`src/rtl/xm_cpu_pkg.sv`:
```
// rtl/xm_cpu_pkg.sv - shared CPU types and constants for the fetch stage
package xm_cpu_pkg;

    localparam int             XM_WORD_W = 16;
    localparam logic [15:0]    PC_STEP   = 16'd2;

    typedef enum logic {
        IDLE,
        WAIT
    } fetch_state_t;

    typedef enum logic [1:0] {
        FF_NONE     = 2'b00,
        FF_MISALIGN = 2'b01,
        FF_TIMEOUT  = 2'b10
    } fetch_fault_t;

endpackage

```
`src/rtl/xm_instruction_fetch_unit_if.sv`:
```
// rtl/xm_instruction_fetch_unit_if.sv - req/ack instruction memory read port
interface xm_instruction_fetch_unit_if;
    import xm_cpu_pkg::*;

    logic                 mem_rd_req;
    logic [XM_WORD_W-1:0] mem_addr;
    logic [XM_WORD_W-1:0] mem_rdata;
    logic                 mem_ack;

    modport master (
        output mem_rd_req,
        output mem_addr,
        input  mem_rdata,
        input  mem_ack
    );

    modport slave (
        input  mem_rd_req,
        input  mem_addr,
        output mem_rdata,
        output mem_ack
    );

endinterface

```
`src/rtl/xm_instruction_fetch_unit.sv`:
```
// rtl/xm_instruction_fetch_unit.sv - PC holder and multi-cycle instruction fetch FSM
module xm_instruction_fetch_unit
    import xm_cpu_pkg::*;
#(
    parameter logic [15:0] RESET_PC = 16'h0000,
    parameter int          TIMEOUT  = 16
) (
    input  logic                         clk,
    input  logic                         reset,
    input  logic                         i_start,
    input  logic                         i_pc_load,
    input  logic [XM_WORD_W-1:0]         i_pc_load_val,
    xm_instruction_fetch_unit_if.master  mem,
    output logic [XM_WORD_W-1:0]         o_inst_data,
    output logic                         o_inst_valid,
    output logic [XM_WORD_W-1:0]         o_inst_addr,
    output logic [XM_WORD_W-1:0]         o_pc,
    output logic                         o_busy,
    output logic                         o_fault,
    output logic [1:0]                   o_fault_cause
);

    localparam int TIMER_W = $clog2(TIMEOUT);

    fetch_state_t          r_state,       w_state_nxt;
    fetch_fault_t          r_cause,       w_cause_nxt;
    logic [XM_WORD_W-1:0]  r_pc,          w_pc_nxt;
    logic [XM_WORD_W-1:0]  r_addr,        w_addr_nxt;
    logic [XM_WORD_W-1:0]  r_inst_data,   w_inst_data_nxt;
    logic [XM_WORD_W-1:0]  r_inst_addr,   w_inst_addr_nxt;
    logic [XM_WORD_W-1:0]  r_pending_val, w_pending_val_nxt;
    logic [TIMER_W-1:0]    r_timer,       w_timer_nxt;
    logic                  r_req,         w_req_nxt;
    logic                  r_inst_valid,  w_inst_valid_nxt;
    logic                  r_fault,       w_fault_nxt;
    logic                  r_pending,     w_pending_nxt;
    logic [XM_WORD_W-1:0]  w_target;
    logic                  w_pend_eff;
    logic [XM_WORD_W-1:0]  w_pend_val_eff;

    always_ff @(posedge clk) begin
        if (reset) begin
            r_state       <= IDLE;
            r_cause       <= FF_NONE;
            r_pc          <= RESET_PC;
            r_addr        <= '0;
            r_inst_data   <= '0;
            r_inst_addr   <= '0;
            r_pending_val <= '0;
            r_timer       <= '0;
            r_req         <= 1'b0;
            r_inst_valid  <= 1'b0;
            r_fault       <= 1'b0;
            r_pending     <= 1'b0;
        end else begin
            r_state       <= w_state_nxt;
            r_cause       <= w_cause_nxt;
            r_pc          <= w_pc_nxt;
            r_addr        <= w_addr_nxt;
            r_inst_data   <= w_inst_data_nxt;
            r_inst_addr   <= w_inst_addr_nxt;
            r_pending_val <= w_pending_val_nxt;
            r_timer       <= w_timer_nxt;
            r_req         <= w_req_nxt;
            r_inst_valid  <= w_inst_valid_nxt;
            r_fault       <= w_fault_nxt;
            r_pending     <= w_pending_nxt;
        end
    end

    // A load arriving on the same cycle as completion must still redirect the PC.
    assign w_pend_eff     = i_pc_load | r_pending;
    assign w_pend_val_eff = i_pc_load ? i_pc_load_val : r_pending_val;
    assign w_target       = i_pc_load ? i_pc_load_val : r_pc;

    always_comb begin
        w_state_nxt       = r_state;
        w_cause_nxt       = FF_NONE;
        w_pc_nxt          = r_pc;
        w_addr_nxt        = r_addr;
        w_inst_data_nxt   = r_inst_data;
        w_inst_addr_nxt   = r_inst_addr;
        w_pending_val_nxt = r_pending_val;
        w_timer_nxt       = r_timer;
        w_req_nxt         = r_req;
        w_inst_valid_nxt  = 1'b0;
        w_fault_nxt       = 1'b0;
        w_pending_nxt     = r_pending;

        case (r_state)
            IDLE: begin
                if (i_pc_load) w_pc_nxt = i_pc_load_val;
                if (i_start) begin
                    if (w_target[0]) begin
                        w_fault_nxt = 1'b1;
                        w_cause_nxt = FF_MISALIGN;
                    end else begin
                        w_state_nxt = WAIT;
                        w_req_nxt   = 1'b1;
                        w_addr_nxt  = w_target;
                        w_timer_nxt = '0;
                    end
                end
            end
            WAIT: begin
                w_timer_nxt = r_timer + TIMER_W'(1);
                if (i_pc_load) begin
                    w_pending_nxt     = 1'b1;
                    w_pending_val_nxt = i_pc_load_val;
                end
                if (mem.mem_ack) begin
                    w_inst_data_nxt  = mem.mem_rdata;
                    w_inst_addr_nxt  = r_addr;
                    w_inst_valid_nxt = 1'b1;
                    w_pc_nxt         = w_pend_eff ? w_pend_val_eff : r_addr + PC_STEP;
                    w_req_nxt        = 1'b0;
                    w_pending_nxt    = 1'b0;
                    w_state_nxt      = IDLE;
                end else if (r_timer == TIMER_W'(TIMEOUT - 1)) begin
                    w_fault_nxt   = 1'b1;
                    w_cause_nxt   = FF_TIMEOUT;
                    w_req_nxt     = 1'b0;
                    if (w_pend_eff) w_pc_nxt = w_pend_val_eff;
                    w_pending_nxt = 1'b0;
                    w_state_nxt   = IDLE;
                end
            end
            default: w_state_nxt = IDLE;
        endcase
    end

    assign mem.mem_rd_req = r_req;
    assign mem.mem_addr   = r_addr;
    assign o_inst_data    = r_inst_data;
    assign o_inst_valid   = r_inst_valid;
    assign o_inst_addr    = r_inst_addr;
    assign o_pc           = r_pc;
    assign o_busy         = (r_state == WAIT);
    assign o_fault        = r_fault;
    assign o_fault_cause  = r_cause;

endmodule
```
`src/flat_wrapper.sv`:
```
// flat-port wrapper written by rule: the top's interface ports become plain ports
module xm_instruction_fetch_unit_flat import xm_cpu_pkg::*;
#(
    parameter logic [15:0] RESET_PC = 16'h0000,
    parameter int          TIMEOUT  = 16
)
  (clk, reset, i_start, i_pc_load, i_pc_load_val, o_inst_data, o_inst_valid, o_inst_addr, o_pc, o_busy, o_fault, o_fault_cause, mem_mem_rd_req, mem_mem_addr, mem_mem_rdata, mem_mem_ack);
  xm_instruction_fetch_unit_if mem_i ();
  input  logic clk;
  input  logic reset;
  input  logic i_start;
  input  logic i_pc_load;
  input  logic [XM_WORD_W-1:0] i_pc_load_val;
  output logic [XM_WORD_W-1:0] o_inst_data;
  output logic o_inst_valid;
  output logic [XM_WORD_W-1:0] o_inst_addr;
  output logic [XM_WORD_W-1:0] o_pc;
  output logic o_busy;
  output logic o_fault;
  output logic [1:0] o_fault_cause;
  output wire logic [$bits(mem_i.mem_rd_req)-1:0] mem_mem_rd_req;
  output wire logic [$bits(mem_i.mem_addr)-1:0] mem_mem_addr;
  input wire logic [$bits(mem_i.mem_rdata)-1:0] mem_mem_rdata;
  input wire logic [$bits(mem_i.mem_ack)-1:0] mem_mem_ack;
  assign mem_mem_rd_req = mem_i.mem_rd_req;
  assign mem_mem_addr = mem_i.mem_addr;
  assign mem_i.mem_rdata = mem_mem_rdata;
  assign mem_i.mem_ack = mem_mem_ack;
  xm_instruction_fetch_unit #(.RESET_PC(RESET_PC), .TIMEOUT(TIMEOUT)) u_core (.clk(clk), .reset(reset), .i_start(i_start), .i_pc_load(i_pc_load), .i_pc_load_val(i_pc_load_val), .mem(mem_i), .o_inst_data(o_inst_data), .o_inst_valid(o_inst_valid), .o_inst_addr(o_inst_addr), .o_pc(o_pc), .o_busy(o_busy), .o_fault(o_fault), .o_fault_cause(o_fault_cause));
endmodule
```
`config.mk`:
```
export PLATFORM = sky130hd
export DESIGN_NAME = xm_instruction_fetch_unit_flat
export DESIGN_NICKNAME = d
export VERILOG_FILES = /design/src/rtl/xm_cpu_pkg.sv /design/src/rtl/xm_instruction_fetch_unit_if.sv /design/src/rtl/xm_instruction_fetch_unit.sv /design/src/flat_wrapper.sv
export SDC_FILE = /design/constraint.sdc
export NUM_CORES = 1
export LEC_CHECK = 0
export CORE_MARGIN = 2
export CORE_UTILIZATION = 52
export DETAILED_ROUTE_END_ITERATION = 12
export PLACE_DENSITY = 0.85
export SETUP_SLACK_MARGIN = 0.3
export SLEW_MARGIN = 20
export SYNTH_ARGS = -nofsm -noshare
export SYNTH_HDL_FRONTEND = slang
export SYNTH_SLANG_ARGS = --single-unit
```
`constraint.sdc`:
```
create_clock -name clk -period 2.7 [get_ports clk]
set_input_delay 0.54 -clock clk [delete_from_list [all_inputs] [get_ports clk]]
set_output_delay 0.54 -clock clk [all_outputs]
set_load 0.1 [all_outputs]
```
==> Word-level counts from Yosys, hierarchy flattened <==
Cells that the tools add are included.
{ "totals": {"reg_bits": 89, "in_bits": 37, "out_inout_bits": 70, "wordCells": 64} }
{ "op_classes": {"addsub": 2, "n_eq_ne": 5, "muxes": 34, "bitwise": 3, "reduce_logical": 8} }
{ "op_table": {"columns": ["operator", "n"], "rows": [
  ["$mux W16", 6],
  ["$pmux W16 S2", 1],
  ["$mux W1", 17],
  ["$add A16 B2 Y16 const B", 1],
  ["$mux W4", 2],
  ["$pmux W4 S2", 1],
  ["$reduce_and A2 Y1", 4],
  ["$mux W2", 3],
  ["$ne A3 B3 Y1 const B", 2],
  ["$pmux W1 S2", 3],
  ["$reduce_and A3 Y1", 2],
  ["$add A4 B1 Y4 const B", 1],
  ["$eq A4 B4 Y1 const B", 1],
  ["$ne A2 B2 Y1 const B", 2],
  ["$pmux W2 S2", 1],
  ["$reduce_bool A3 Y1", 1],
  ["$not A1 Y1", 2],
  ["$reduce_or A2 Y1", 1],
  ["$or A1 B1 Y1", 1]
]} }

==> Longest topological paths before layout <==
Gate-level depths: netlist of run 1.
{ "logic_depth": {"depth_word": 5, "depth_mapped": 7, "depth_no_buf": 6} }

==> Least setup slack after synthesis of run 1 <==
Ideal clock, no wire load.
{ "synth_timing": {"kind": "register -> register", "startpoint": "register u_core.r_addr[1] (netlist: u_core.mem.mem_addr[1])", "endpoint": "register u_core.r_pc[15] (netlist: u_core.o_pc[15])", "setup_ns": 0.086, "arrival_time_ns": 2.222, "t_required_ns": 2.614, "slack_ns": 0.392, "stages_incl_launch_ff": 7, "n_path_buf": 0, "cell_sequence": "dfxtp_1 > ha_1 > nand3_1 > nor2_1 > nand4_1 > xor2_1 > a211oi_1"} }
{ "synth_between": {"elab_chain_cells": 4} }
{ "synth_rtl": {"columns": ["element", "line_no", "rtl"], "rows": [
  ["start, declared", "xm_instruction_fetch_unit.sv:28", "logic [XM_WORD_W-1:0] r_addr, w_addr_nxt;"],
  ["start signal, assigned", "xm_instruction_fetch_unit.sv:59", "r_addr <= w_addr_nxt;"],
  ["$add A16 B2 Y16", "xm_instruction_fetch_unit.sv:115", "w_pc_nxt = w_pend_eff ? w_pend_val_eff : r_addr + PC_STEP;"],
  ["$mux W16", "xm_instruction_fetch_unit.sv:115", null],
  ["$mux W16", "xm_instruction_fetch_unit.sv:111", "if (mem.mem_ack) begin"],
  ["$pmux W16 S2", "xm_instruction_fetch_unit.sv:90", "case (r_state)"],
  ["end signal, assigned", "xm_instruction_fetch_unit.sv:58", "r_pc <= w_pc_nxt;"],
  ["end, declared", "xm_instruction_fetch_unit.sv:27", "logic [XM_WORD_W-1:0] r_pc, w_pc_nxt;"]
]} }
No other way between the ends.
A chain may end at the register's enable or synchronous reset.

==> Worst setup path after layout of run 1 <==
{ "layout_timing": {"startpoint": "input i_pc_load", "endpoint": "register u_core.r_pc[14] (netlist: u_core.o_pc[14])"} }
{ "layout_between": {"elab_chain_cells": 5} }
{ "layout_rtl": {"columns": ["element", "line_no", "rtl"], "rows": [
  ["start, declared", "flat_wrapper.sv:12", "input logic i_pc_load;"],
  ["$mux W16", "xm_instruction_fetch_unit.sv:73", "assign w_pend_val_eff = i_pc_load ? i_pc_load_val : r_pending_val;"],
  ["$mux W16", "xm_instruction_fetch_unit.sv:123", "if (w_pend_eff) w_pc_nxt = w_pend_val_eff;"],
  ["$mux W16", "xm_instruction_fetch_unit.sv:119", "end else if (r_timer == TIMER_W'(TIMEOUT - 1)) begin"],
  ["$mux W16", "xm_instruction_fetch_unit.sv:111", null],
  ["$pmux W16 S2", "xm_instruction_fetch_unit.sv:90", null]
]} }
Parallel ways exist; a longest one is shown, timed or not. The select of a mux whose other input is x is not followed.

==> out/metrics.yaml, run 1 <==
setup_path:
  cp.required_ps: 2970
  worst_ep_arrival_time_ps: 2380
  cp-end-kind: "flip-flop"
  crit_fanout: 36
  cp-start-kind: "input pin"
  setup.worst_path.class: "in2reg"
timing:
  rsz0062_at_grt: "false"
  fin_skew_ps: 11.8
  finalCritPeriodShare_pct: 78.2
  fmax_mhz: 474
  setup_viol: 0
  setup_ws_ps: 589
  slew_violations: 0
  tightest_slew_ps: 561
  fin_crit_ps: 2110
  relSlewSlack_pct: 62.5
  setup_tns_ps: 0
  hold_violations: 0
finish:
  layout-drive-gt1-share_pct: 18.0
  regArea_um2: 1780
  final_area_um2: 5150
  final_cell_mix: "113 x nand2_1, 89 x dfxtp_1, 77 x buf_4"
  fillers: 658
  antenna_cells: 0
  multi_input_area_um2: 2030
  fin_util_pct: 67.7
  nNetsFinal: 633
  layout_commonest_cell: "nand2_1"
  area_growth_pct: 28.0
pwr:
  p_per_area_nw_per_um2: 657
  ir_worst_vdd_v: 0.000371
  intPower_w: 0.00207
  netSwitchingFraction_pct: 38.8
  pwr-share-clk_pct: 28.8
  power_leakage_nw: 1.99
  power.share.combinational_pct: 27.9
  switchingPower_w: 0.00131
  power_frac_seq_pct: 43.2
clocking:
  cts_setup_buffers: 0
  clockBufferDepth: 2
  htree_levels: 3
  cts-resized-gates: 0
  numCtsBuffers: 9
  hold_buffers: 0
  cts_sinks: 89
  root_buffer: "clkbuf_8"
  cts_tree: "done"
  clk_latency_ps: 370
  clk_pin_slew_ps: 90
global_routing:
  gr-usage-met2_pct: 43.8
  grt_pass1_wl_um: 18000
  use_met3_pct: 3.94
  grt_usage_pct: 26.6
  busiest_layer: "met2"
  grt_overflow: 0
  met1_usage_pct: 34.4
  first_global_vias: 3752
  antenna_found_initial: 0
  grt_max_degree: 51
place:
  gp_congestion: 0.896
  place_area_um2: 4940
  dp_hpwl_um: 7860
  port_buffers: 104
  dp_slack_ps: 292
logic_synthesis:
  ys_types: 52
  synth_area_um2: 4020
  syn_avg_cell_area_um2: 7.98
  synth_area_leaders: "dfxtp_1 44%, nand2_1 11%, a21oi_1 7.3%"
  ys_seq_area_share_pct: 44.3
  syn_inst: 504
  yosysTopAreaCellShare_pct: 44.3
  yosysWarnings: 0
  post-synth-top-area-cell: "dfxtp_1"
  yosys_register_bits: 89
drt:
  antenna_left: 0
  via_per_inst: 5.71
  wirelength_um: 11100
  wl_per_cell_um: 15.9
  drc: 0
  initialDrtViolationCount: 237
  drt_first_pass_iters: 5
  dr_total_vias: 4003
flow_run:
  drv_cap: 0
floorplanning:
  rows: 32
  die_area_um2: 8460
  pin_count: 107
  start_util_pct: 52.9
  dieHeight_um: 92.0
  fp.dieW_um: 92.0
  core_area_um2: 7610
min_path:
  hold_path_class: "reg2reg"
status:
  status: "complete, no violations"
[sequential cells by signal, summed over array words and instances, names as in the netlist]
register / count
u_core.mem.mem_addr: 15
u_core.mem.mem_rd_req: 1
u_core.o_busy: 1
u_core.o_fault: 1
u_core.o_fault_cause: 2
u_core.o_inst_addr: 15
u_core.o_inst_data: 16
u_core.o_inst_valid: 1
u_core.o_pc: 16
u_core.r_pending: 1
u_core.r_pending_val: 16
u_core.r_timer: 4
[final timing paths]
path              cells after the start                           startpoint                             endpoint  slack (ps)
hold / removal                        2  u_core.o_inst_addr[13]$_SDFFE_PP0P_  u_core.o_inst_addr[13]$_SDFFE_PP0P_         460
hold reg to reg                       2  u_core.o_inst_addr[13]$_SDFFE_PP0P_  u_core.o_inst_addr[13]$_SDFFE_PP0P_         460
setup reg to reg                      6  u_core.mem.mem_addr[1]$_SDFFE_PP0P_          u_core.o_pc[7]$_SDFFE_PP0P_         730
setup / recovery                      6                            i_pc_load         u_core.o_pc[14]$_SDFFE_PP0P_         590
[stage by stage]
stage	hold WS, ps	instances	power (W)
2_1_floorplan	436	505	0.00219
3_3_place_gp	442	685	0.00242
3_5_place_dp	447	685	0.00243
4_1_cts	460	701	0.00339
5_1_grt	480	701	0.00351
6_report	458	701	0.00338
[worst max-delay path, cell delays in order]
cell             delay (ps)
clkdlybuf4s50_1         630
buf_12                  270
inv_2                   130
a21oi_1                 400
a221oi_1                180
a211oi_1                220
[power groups by stage]
stage	Combinational, W	Sequential, W	Clock, W
2_1_floorplan	0.000282	0.00190	0
4_1_cts	0.000940	0.00146	0.000989
5_1_grt	0.000989	0.00147	0.00105
3_5_place_dp	0.000938	0.00149	0
3_3_place_gp	0.000929	0.00149	0
6_report	0.000946	0.00146	0.000975
[cell families (layout without fill, tap and decap cells)]
kind of cell / Yosys count / in the layout / share of synthesized area, %
AND/OR/NAND/NOR: 209 / 209 / 21.9
AO/OA/AOI/OAI: 129 / 129 / 21.1
flip-flops: 89 / 89 / 44.3
XOR/XNOR: 13 / 13 / 2.83
adder cells (fa/ha/maj): 2 / 2 / 0.622
buffers and inverters: 46 / 140 / 5.50
multiplexers: 15 / 15 / 3.73
other: 1 / 2 / 0.0932
[final cells by class]
cell class,count,area share [%]
clock inverters,7,1.65
multi-input cells,370,39.3
clock buffers,9,2.40
inverters,9,0.656
repair buffers,115,18.9
flip-flops and latches,89,34.6
well taps,102,2.48
[Yosys cell counts, drive strengths merged]
cell and n:
a2111oi 3, a211oi 22, a21oi 59, a221oi 6
a22oi 2, a2bb2oi 1, a311oi 4, a31oi 5
and2 2, and3 2, buf 19, clkbuf 18
clkinv 1, conb 1, dfxtp 89, ha 2
inv 8, mux2i 15, nand2 113, nand2b 4
nand3 11, nand4 3, nand4b 1, nor2 54
nor2b 1, nor3 13, nor4 2, o2111ai 1
o211ai 4, o21a 3, o21ai 10, o21bai 1
o22ai 1, o2bb2ai 1, o311ai 2, o31ai 3
o32ai 1, or2 2, or3 1, xnor2 4
xor2 9
[layer usage]
metal	part of all wire, %	wire length [um]
met5	0	0
met4	2.6	284
met3	7.1	793
met2	48	5330
met1	42	4710
Note: power is estimated with default switching activity, not from simulation.
==> run 2, diff against run 1 <==
--- a/config.mk
+++ b/config.mk
@@ -6,9 +6,9 @@
 export NUM_CORES = 1
 export LEC_CHECK = 0
 export CORE_MARGIN = 2
-export CORE_UTILIZATION = 52
+export CORE_UTILIZATION = 49
 export DETAILED_ROUTE_END_ITERATION = 12
-export PLACE_DENSITY = 0.85
+export PLACE_DENSITY = 0.81
 export SETUP_SLACK_MARGIN = 0.3
 export SLEW_MARGIN = 20
 export SYNTH_ARGS = -nofsm -noshare
==> constraint.sdc (replaced) <==
create_clock -name clk -period 2.2 [get_ports clk]
set_input_delay 0.44 -clock clk [delete_from_list [all_inputs] [get_ports clk]]
set_output_delay 0.44 -clock clk [all_outputs]
set_load 0.1 [all_outputs]
==> out/metrics.yaml, run 2 (synthesis results as in run 1) <==
finish:
  area_growth_pct: 29.7
  layout_commonest_cell: "nand2_1"
  antenna_cells: 0
  nNetsFinal: 639
  layout-drive-gt1-share_pct: 20.5
  fillers: 732
  final_area_um2: 5220
  final_cell_mix: "113 x nand2_1, 81 x buf_4, 76 x dfxtp_1"
  fin_util_pct: 64.5
pwr:
  ir_worst_vdd_v: 0.000442
  p_total_w: 0.00408
  power_leakage_nw: 2.02
  p_per_area_nw_per_um2: 782
setup_path:
  worst_ep_arrival_time_ps: 2100
  cp-start-kind: "flip-flop"
  ff2ff_path_depth: 6
  reg2reg_from: "u_core.r_timer[0]$_SDFFE_PP0P_"
  crit_end: "u_core.o_pc[9]$_SDFFE_PP0P_"
  cp.required_ps: 2470
  cp-end-kind: "flip-flop"
  timing.rr.end: "u_core.o_pc[9]$_SDFFE_PP0P_"
  startpoint: "u_core.r_timer[0]$_SDFFE_PP0P_"
  setup.worst_path.class: "reg2reg"
  reg2reg_slack_ps: 370
  crit_fanout: 14
timing:
  hold-worst-slack_ps: 458
  relSlewSlack_pct: 59.1
  rsz0062_at_grt: "false"
  hold_violations: 0
  fmax_mhz: 546
  tightest_slew_ps: 612
  fin_crit_ps: 1830
  slew_violations: 0
  setup_tns_ps: 0
  finalCritPeriodShare_pct: 83.3
  fin_skew_ps: 9.09
  setup_viol: 0
min_path:
  min_path_cells: 2
  hold_path_class: "reg2reg"
drt:
  via_per_inst: 5.61
  initialDrtViolationCount: 282
  antenna_left: 0
  dr_wl_met3_um: 664
  m1WireLength_um: 5000
  drt_first_pass_iters: 5
  top_layer: "met4"
  wirelength_um: 11400
  dr_wl_met2_um: 5490
  wl_per_cell_um: 16.0
  drc: 0
  dr_total_vias: 3980
floorplanning:
  start_util_pct: 49.7
  dieHeight_um: 94.6
  die_area_um2: 8950
  pin_count: 107
  fp.dieW_um: 94.6
  core_area_um2: 8090
  rows: 33
place:
  port_buffers: 104
  place_area_um2: 5030
  gp_congestion: 0.927
  dp_hpwl_um: 8010
clocking:
  root_buffer: "clkbuf_8"
  cts_sinks: 89
  cts_tree: "done"
  cts_setup_buffers: 0
  clockBufferDepth: 2
  clk_pin_slew_ps: 80
  htree_levels: 3
  clk_latency_ps: 360
  numCtsBuffers: 9
global_routing:
  grt_usage_pct: 25.6
  grt_pass1_wl_um: 17800
  antenna_found_initial: 0
  grt_max_degree: 90
  first_global_vias: 3684
  grt_overflow: 0
status:
  status: "complete, no violations"
flow_run:
  drv_cap: 0
-- run 2: critical path, cell delays in order, from the launching register on --
cell,delay (ps)
dfxtp_1,380
ha_1,270
o2111ai_4,190
and2_4,270
a2111oi_1,370
o21ai_0,150
o21ai_0,120
-- run 2: how the worst min path moves through the flow --
| stage | startpoint | to | slack, ps |
|---|---|---|---|
| final | u_core.o_inst_addr[1]$_SDFFE_PP0P_ | u_core.o_inst_addr[1]$_SDFFE_PP0P_ | 460 |
| after CTS | u_core.o_inst_addr[15]$_SDFFE_PP0P_ | u_core.o_inst_addr[15]$_SDFFE_PP0P_ | 460 |
| after floorplan | u_core.r_pending_val[5]$_SDFFE_PP0P_ | u_core.r_pending_val[5]$_SDFFE_PP0P_ | 440 |
| after global routing | u_core.o_inst_data[4]$_SDFFE_PP0P_ | u_core.o_inst_data[4]$_SDFFE_PP0P_ | 470 |
| after detailed placement | u_core.o_inst_addr[15]$_SDFFE_PP0P_ | u_core.o_inst_addr[15]$_SDFFE_PP0P_ | 450 |
| after global placement | u_core.r_pending_val[5]$_SDFFE_PP0P_ | u_core.r_pending_val[5]$_SDFFE_PP0P_ | 440 |
-- run 2: layout make-up --
type | instances | area (um^2) | area share [%]
Sequential cell | 89 | 1800 | 34.5
Clock buffer | 13 | 149 | 2.85
Inverter | 9 | 33.8 | 0.647
Tap cell | 105 | 131 | 2.52
Multi-Input combinational cell | 370 | 2030 | 38.9
Clock inverter | 2 | 38.8 | 0.743
Timing Repair Buffer | 121 | 1040 | 19.9
-- run 2: repair_timing --
| item | 4_1_cts | 5_1_grt |
|---|---|---|
| gates resized for setup | 0 | 2 |
| endpoints found under the hold margin | 0 | 0 |
| endpoints found under the setup margin | 0 | 2 |
| hold buffers | 0 | 0 |
-- run 2: routing by layer --
layer  track usage [%]  vias up
li1                  -     1935
met1              34.3     1878
met2              41.3      152
met3              3.91       15
met4              10.1        0
met5                 0        -
-- run 2: power by group --
group	internal (W)	leakage, nW	total [W]	switching [W]
clock	0.000554	0.0937	0.00110	0.000547
sequential	0.00170	0.731	0.00181	0.000109
combinational	0.000307	1.20	0.00117	0.000859
-- run 2: metrics by stage --
| stage | setup WS, ps | cells |
|---|---|---|
| 2_1_floorplan | 293 | 505 |
| 3_3_place_gp | 147 | 694 |
| 3_5_place_dp | 48.6 | 694 |
| 4_1_cts | 381 | 709 |
| 5_1_grt | 305 | 709 |
| 6_report | 368 | 709 |
